`config.mk`:
```
export PLATFORM = sky130hd
export DESIGN_NAME = uart_rx_main
export DESIGN_NICKNAME = d
export VERILOG_FILES = /design/src/rtl/uart_rx_main.sv
export SDC_FILE = /design/constraint.sdc
export NUM_CORES = 1
export LEC_CHECK = 0
export CAP_MARGIN = 20
export CORE_UTILIZATION = 40
export CTS_CLUSTER_DIAMETER = 100
export DETAILED_ROUTE_END_ITERATION = 10
export HOLD_SLACK_MARGIN = 0.15
export PLACE_DENSITY_LB_ADDON = 0.05
export SYNTH_ARGS = -nofsm -noshare
export SYNTH_HDL_FRONTEND = slang
export SYNTH_SLANG_ARGS = --single-unit
```
`constraint.sdc`:
```
create_clock -name clk -period 4.4 [get_ports clk]
set_input_delay 0.44 -clock clk [delete_from_list [all_inputs] [get_ports clk]]
set_output_delay 0.44 -clock clk [all_outputs]
set_load 0.005 [all_outputs]
```
`src/rtl/uart_rx_main.sv`:
```
// uart_rx_main: 16x-oversampling UART receiver.
// Synchronises the serial line, detects the start bit, samples each bit at
// its midpoint and presents the received word with a one-cycle done strobe
// and a framing-error flag. Contains its own free-running baud-tick divisor,
// so a matched TX/RX pair only needs to share clk and parameter values.
module uart_rx_main #(
  parameter int DBIT     = 8,    // data bits per frame, LSB first
  parameter int SB_TICK  = 16,   // oversampling ticks in the stop state (16/24/32)
  parameter int BAUD_DIV = 651   // clk cycles per oversampling tick
) (
  input  logic            clk,
  input  logic            reset_n,
  input  logic            rx,
  output logic [DBIT-1:0] rx_dout,
  output logic            rx_done_tick,
  output logic            frame_err,
  output logic            busy
);

  // The tick counter must hold BAUD_DIV-1; a divisor of 1 still needs one bit.
  localparam int DIV_W = (BAUD_DIV > 1) ? $clog2(BAUD_DIV) : 1;

  // The oversampling counter must reach both 15 (data bits) and SB_TICK-1 (stop).
  localparam int S_MAX = (SB_TICK > 16) ? SB_TICK : 16;
  localparam int S_W   = $clog2(S_MAX);

  // Bit index width; a single-bit frame still needs a one-bit index register.
  localparam int N_W = (DBIT > 1) ? $clog2(DBIT) : 1;

  localparam logic [DIV_W-1:0] DIV_LAST   = DIV_W'(BAUD_DIV - 1);
  localparam logic [S_W-1:0]   S_MID      = S_W'(7);
  localparam logic [S_W-1:0]   S_BIT_END  = S_W'(15);
  localparam logic [S_W-1:0]   S_STOP_END = S_W'(SB_TICK - 1);
  localparam logic [N_W-1:0]   N_LAST     = N_W'(DBIT - 1);

  typedef enum logic [1:0] {
    IDLE  = 2'b00,
    START = 2'b01,
    DATA  = 2'b10,
    STOP  = 2'b11
  } state_t;

  state_t           state;
  logic             rx_meta;
  logic             rx_s;
  logic [DIV_W-1:0] div_cnt;
  logic             s_tick;
  logic [S_W-1:0]   s_reg;
  logic [N_W-1:0]   n_reg;
  logic [DIV_W-1:0] unused_pad;
  logic [DBIT-1:0]  b_reg;

  assign unused_pad = '0;

  // Two-flop synchroniser; both stages reset to the idle (high) line level.
  always_ff @(posedge clk or negedge reset_n) begin
    if (!reset_n) begin
      rx_meta <= 1'b1;
      rx_s    <= 1'b1;
    end else begin
      rx_meta <= rx;
      rx_s    <= rx_meta;
    end
  end

  // Free-running oversampling divisor; never restarted by frame activity.
  always_ff @(posedge clk or negedge reset_n) begin
    if (!reset_n) begin
      div_cnt <= '0;
    end else if (s_tick) begin
      div_cnt <= '0;
    end else begin
      div_cnt <= div_cnt + 1'b1;
    end
  end

  assign s_tick = (div_cnt == DIV_LAST);

  // Receive FSM with registered outputs; everything but idle->start waits for a tick.
  always_ff @(posedge clk or negedge reset_n) begin
    if (!reset_n) begin
      state        <= IDLE;
      s_reg        <= '0;
      n_reg        <= '0;
      b_reg        <= '0;
      rx_dout      <= '0;
      frame_err    <= 1'b0;
      rx_done_tick <= 1'b0;
      busy         <= 1'b0;
    end else begin
      rx_done_tick <= 1'b0;
      case (state)
        IDLE: begin
          if (!rx_s) begin
            s_reg <= '0;
            state <= START;
            busy  <= 1'b1;
          end
        end
        START: begin
          if (s_tick) begin
            if (s_reg == S_MID) begin
              if (!rx_s) begin
                s_reg <= '0;
                n_reg <= '0;
                state <= DATA;
              end else begin
                state <= IDLE;
                busy  <= 1'b0;
              end
            end else begin
              s_reg <= s_reg + 1'b1;
            end
          end
        end
        DATA: begin
          if (s_tick) begin
            if (s_reg == S_BIT_END) begin
              s_reg <= '0;
              b_reg <= {rx_s, b_reg[DBIT-1:1]};
              if (n_reg == N_LAST) begin
                state <= STOP;
              end else begin
                n_reg <= n_reg + 1'b1;
              end
            end else begin
              s_reg <= s_reg + 1'b1;
            end
          end
        end
        STOP: begin
          if (s_tick) begin
            if (s_reg == S_STOP_END) begin
              rx_dout      <= b_reg;
              frame_err    <= ~rx_s;
              rx_done_tick <= 1'b1;
              state        <= IDLE;
              busy         <= 1'b0;
            end else begin
              s_reg <= s_reg + 1'b1;
            end
          end
        end
        default: begin
          state <= IDLE;
          busy  <= 1'b0;
        end
      endcase
    end
  end

endmodule

```
==> results.md <==
- Status: finished, final reports clean
- Final setup slack of the worst path: 2.213 ns
- Synthesized net count: 158
- Syn. warnings: 0
- DPL Wire Length: 2132 um
- Net Sw Frac: 21.62%
- Finished layout cell area: 2096 sq um
- Period utilisation layout: 49.71%
- Final-report max-slew violation count: 0
- Gates resized, CTS repair: 0
- Post-synthesis cell type with the largest combined area: dfrtp_1
- Final global-route overflow total: 0
- Total iterations of the first detailed-routing run: 4
- Number of flip-flops under the largest register name: 10
- Antenna Nets Post-Route: 0
- Clock tree from TritonCTS: yes
- Clock transition at the register clock pins on the worst setup and hold paths after CTS: 0.08 ns
- Mapped cell area: 1863 sq um
- Antenna violations before repair: 0
- Core outline area: 4414 sq um
- Count of state elements after synthesis: 40
- Hold_buf cts: 0
- Worst relative slew slack: 42.19%
- Wire per inst: 14.31 um
- Port Buffer Count: 13
- Routed vias: 1133
- Setup clock skew after layout: 0.008723 ns
- DRC errors left: 0
- Inserted Diodes: 0
- Fraction of registers with async set/reset: 100.0%
- Internal power contribution: 0.0004778 W
- Post-layout min period: 2.187 ns
- Mean instance size in the synthesized netlist: 12.42 sq um
- Leakage Power: 0.9974 nW
- Distinct cell type count of the synthesized netlist: 39
- Number of enable flip-flop cells after synthesis: 0
- Synthesized netlist cell count: 150
- Hold_ws: 0.2632 ns
- Die span in y: 70.25 um
- Latest clock arrival within the worst-skew pair: 0.29 ns
- Die W: 70.25 um
- Utilization of the core after routing: 47.48%
- Maximum number of pins on one net before global-route repair: 41
- Number of cell instances on the worst register-to-register path: 4
- Signal arrival time at the worst endpoint: 2.36 ns
- Main area contributors after synthesis: dfrtp_1 51%, mux2_4 7.3%, mux2_2 5.4%
- Drt total wl: 3076 um
- Full die area: 4934 sq um
- Num Clock Sinks: 40
- Final Wtd Congestion: 0.7698
- Ports placed on the boundary: 14
- Largest fanout on the critical path: 10
- R2R setup slack: 2.21 ns
- Global-route wire length before repair: 5299 um
- Register area share after synthesis: 53.86%
- Layout cells sized above 1: 22.09%
- Worst slew pin tran: 0.8672 ns
- Final setup vio count: 0
- Endpoint required time on the critical path: 4.58 ns
- Type of the worst setup path: reg -> reg
- Sequential Power Share: 60.7%
- Total power divided by cell area: 290.9 nW/um^2
- Logic gate share of total power: 1.5%
- Root buffer cell: clkbuf_8
- Number of nets in the final layout: 171
- Max rail drop VDD: 0.1625 mV
- Via count of the first global-routing pass: 1113
- Setup repair after global routing missed its margin: false
- Layout overhead on the synthesized area: 12.49%
- Maximum clock frequency: 457.2 MHz
- Net switching component of the power: 0.0001318 W
- Standard cell area after detailed placement: 2014 sq um
- Global-route usage over all layers: 13.74%
- Number of clock buffers inserted by TritonCTS: 5
- Number of buffers on the longest clock path: 2
- Leading cell types in the layout, fill and taps excluded: 38 x dfrtp_1, 12 x nor2_1, 12 x clkdlybuf4s50_1
- Worst Setup Slack post-DPL: 2.221 ns
- Top cell type's share of synthesized area: 51.04%
- Cell row count: 24
- Drt first-iter violations: 71
- CTS H-Tree Depth: 2
- Reported max-cap violation count: 0
- Primary flip-flop cell chosen by synthesis mapping: dfrtp_1
- Setup Buffers After CTS: 0
- Crit Reg-Reg Startpoint: div_cnt[5]
- Effective utilization at floorplan: 42.21%
- Type of the most critical hold path: in -> async
- Number of vias per cell: 5.270
- Nature of the critical path startpoint: flop
- End of the worst register-to-register path: rx_dout[3]
- Clock network power share: 37.8%
- Final number of hold-violating endpoints: 0
- Worst setup EP type: flop
- Most common cell after layout, fill and taps aside: dfrtp_1
- Setup TNS: 0 ns
## cell usage after synthesis, types with 2 or more instances
cell      number
inv_1          4
or3_1          2
mux2_4         9
a211oi_1       2
nor3_1         5
nand3_1        5
dfstp_2        2
ha_1           5
or2_2          3
xor2_1         4
xnor2_1        6
mux2_2         9
nand4_1        2
nand2b_1       2
nor2_1        12
o21ai_0        5
a21oi_1        2
nand2_1        7
buf_2          4
dfrtp_1       38
a22o_1         4
## through the flow
| stage | power, W | cells |
|---|---|---|
| final | 0.0006096 | 215 |
| after global routing | 0.0006381 | 215 |
| after CTS | 0.0006179 | 215 |
| after detailed placement | 0.0003868 | 208 |
| after global placement | 0.0003864 | 208 |
| after floorplan | 0.0003778 | 150 |
## worst max path at each step
| stage | from | end | slack, ns | cells after the start |
|---|---|---|---|---|
| after CTS | div_cnt[5] | rx_dout[3] | 2.20 | 4 |
| final | div_cnt[5] | rx_dout[3] | 2.21 | 4 |
| after detailed placement | div_cnt[5] | rx_dout[3] | 2.22 | 4 |
| after floorplan | div_cnt[5] | frame_err | 2.48 | 5 |
| after global placement | div_cnt[5] | rx_dout[0] | 2.26 | 4 |
| after global routing | div_cnt[5] | rx_dout[3] | 2.11 | 4 |
## kinds of logic (layout without fill, tap and decap cells)
group,Yosys count,count (layout),synth area share [%]
AOI/OAI and AO/OA,19,19,7.320
xor gates and xnor gates,10,10,4.701
adders and majority gates,5,5,3.358
buffers and inverters,11,24,2.887
DFF,40,40,53.86
muxes,18,18,12.69
and+or+nand+nor,47,47,15.18
## power by group through the flow
stage / registers, W / logic (W) / clock network (W)
4_1_cts: 0.000370 / 0.00000969 / 0.000238
3_3_place_gp: 0.000377 / 0.00000932 / 0
2_1_floorplan: 0.000377 / 0.000000884 / 0
6_report: 0.000370 / 0.00000892 / 0.000231
5_1_grt: 0.000370 / 0.0000110 / 0.000257
3_5_place_dp: 0.000377 / 0.00000966 / 0
## layer usage
layer | part of all wire, % | vias up | global-route usage [%]
li1 | - | 556 | -
met1 | 48 | 558 | 18.18
met2 | 48 | 17 | 21.27
met3 | 3.2 | 2 | 3.896
met4 | 0.62 | 0 | 5.333
met5 | 0 | - | 0
## cell type report
type	instances	area [sq um]
fill	411	2318
sequential	40	1003
multi-input combinational	99	805.8
timing repair buffer	13	125.1
clock buffer	5	68.82
tap	52	65.06
inverter	4	15.01
clock inverter	2	12.51
## worst max-delay path, stage by stage (launching register included)
cell and delay, ns:
dfrtp_1 0.45, nor4b_4 0.38, nand4_4 0.21, or3_1 0.65, mux2_4 0.38
Power figures use the tool's default switching activity.
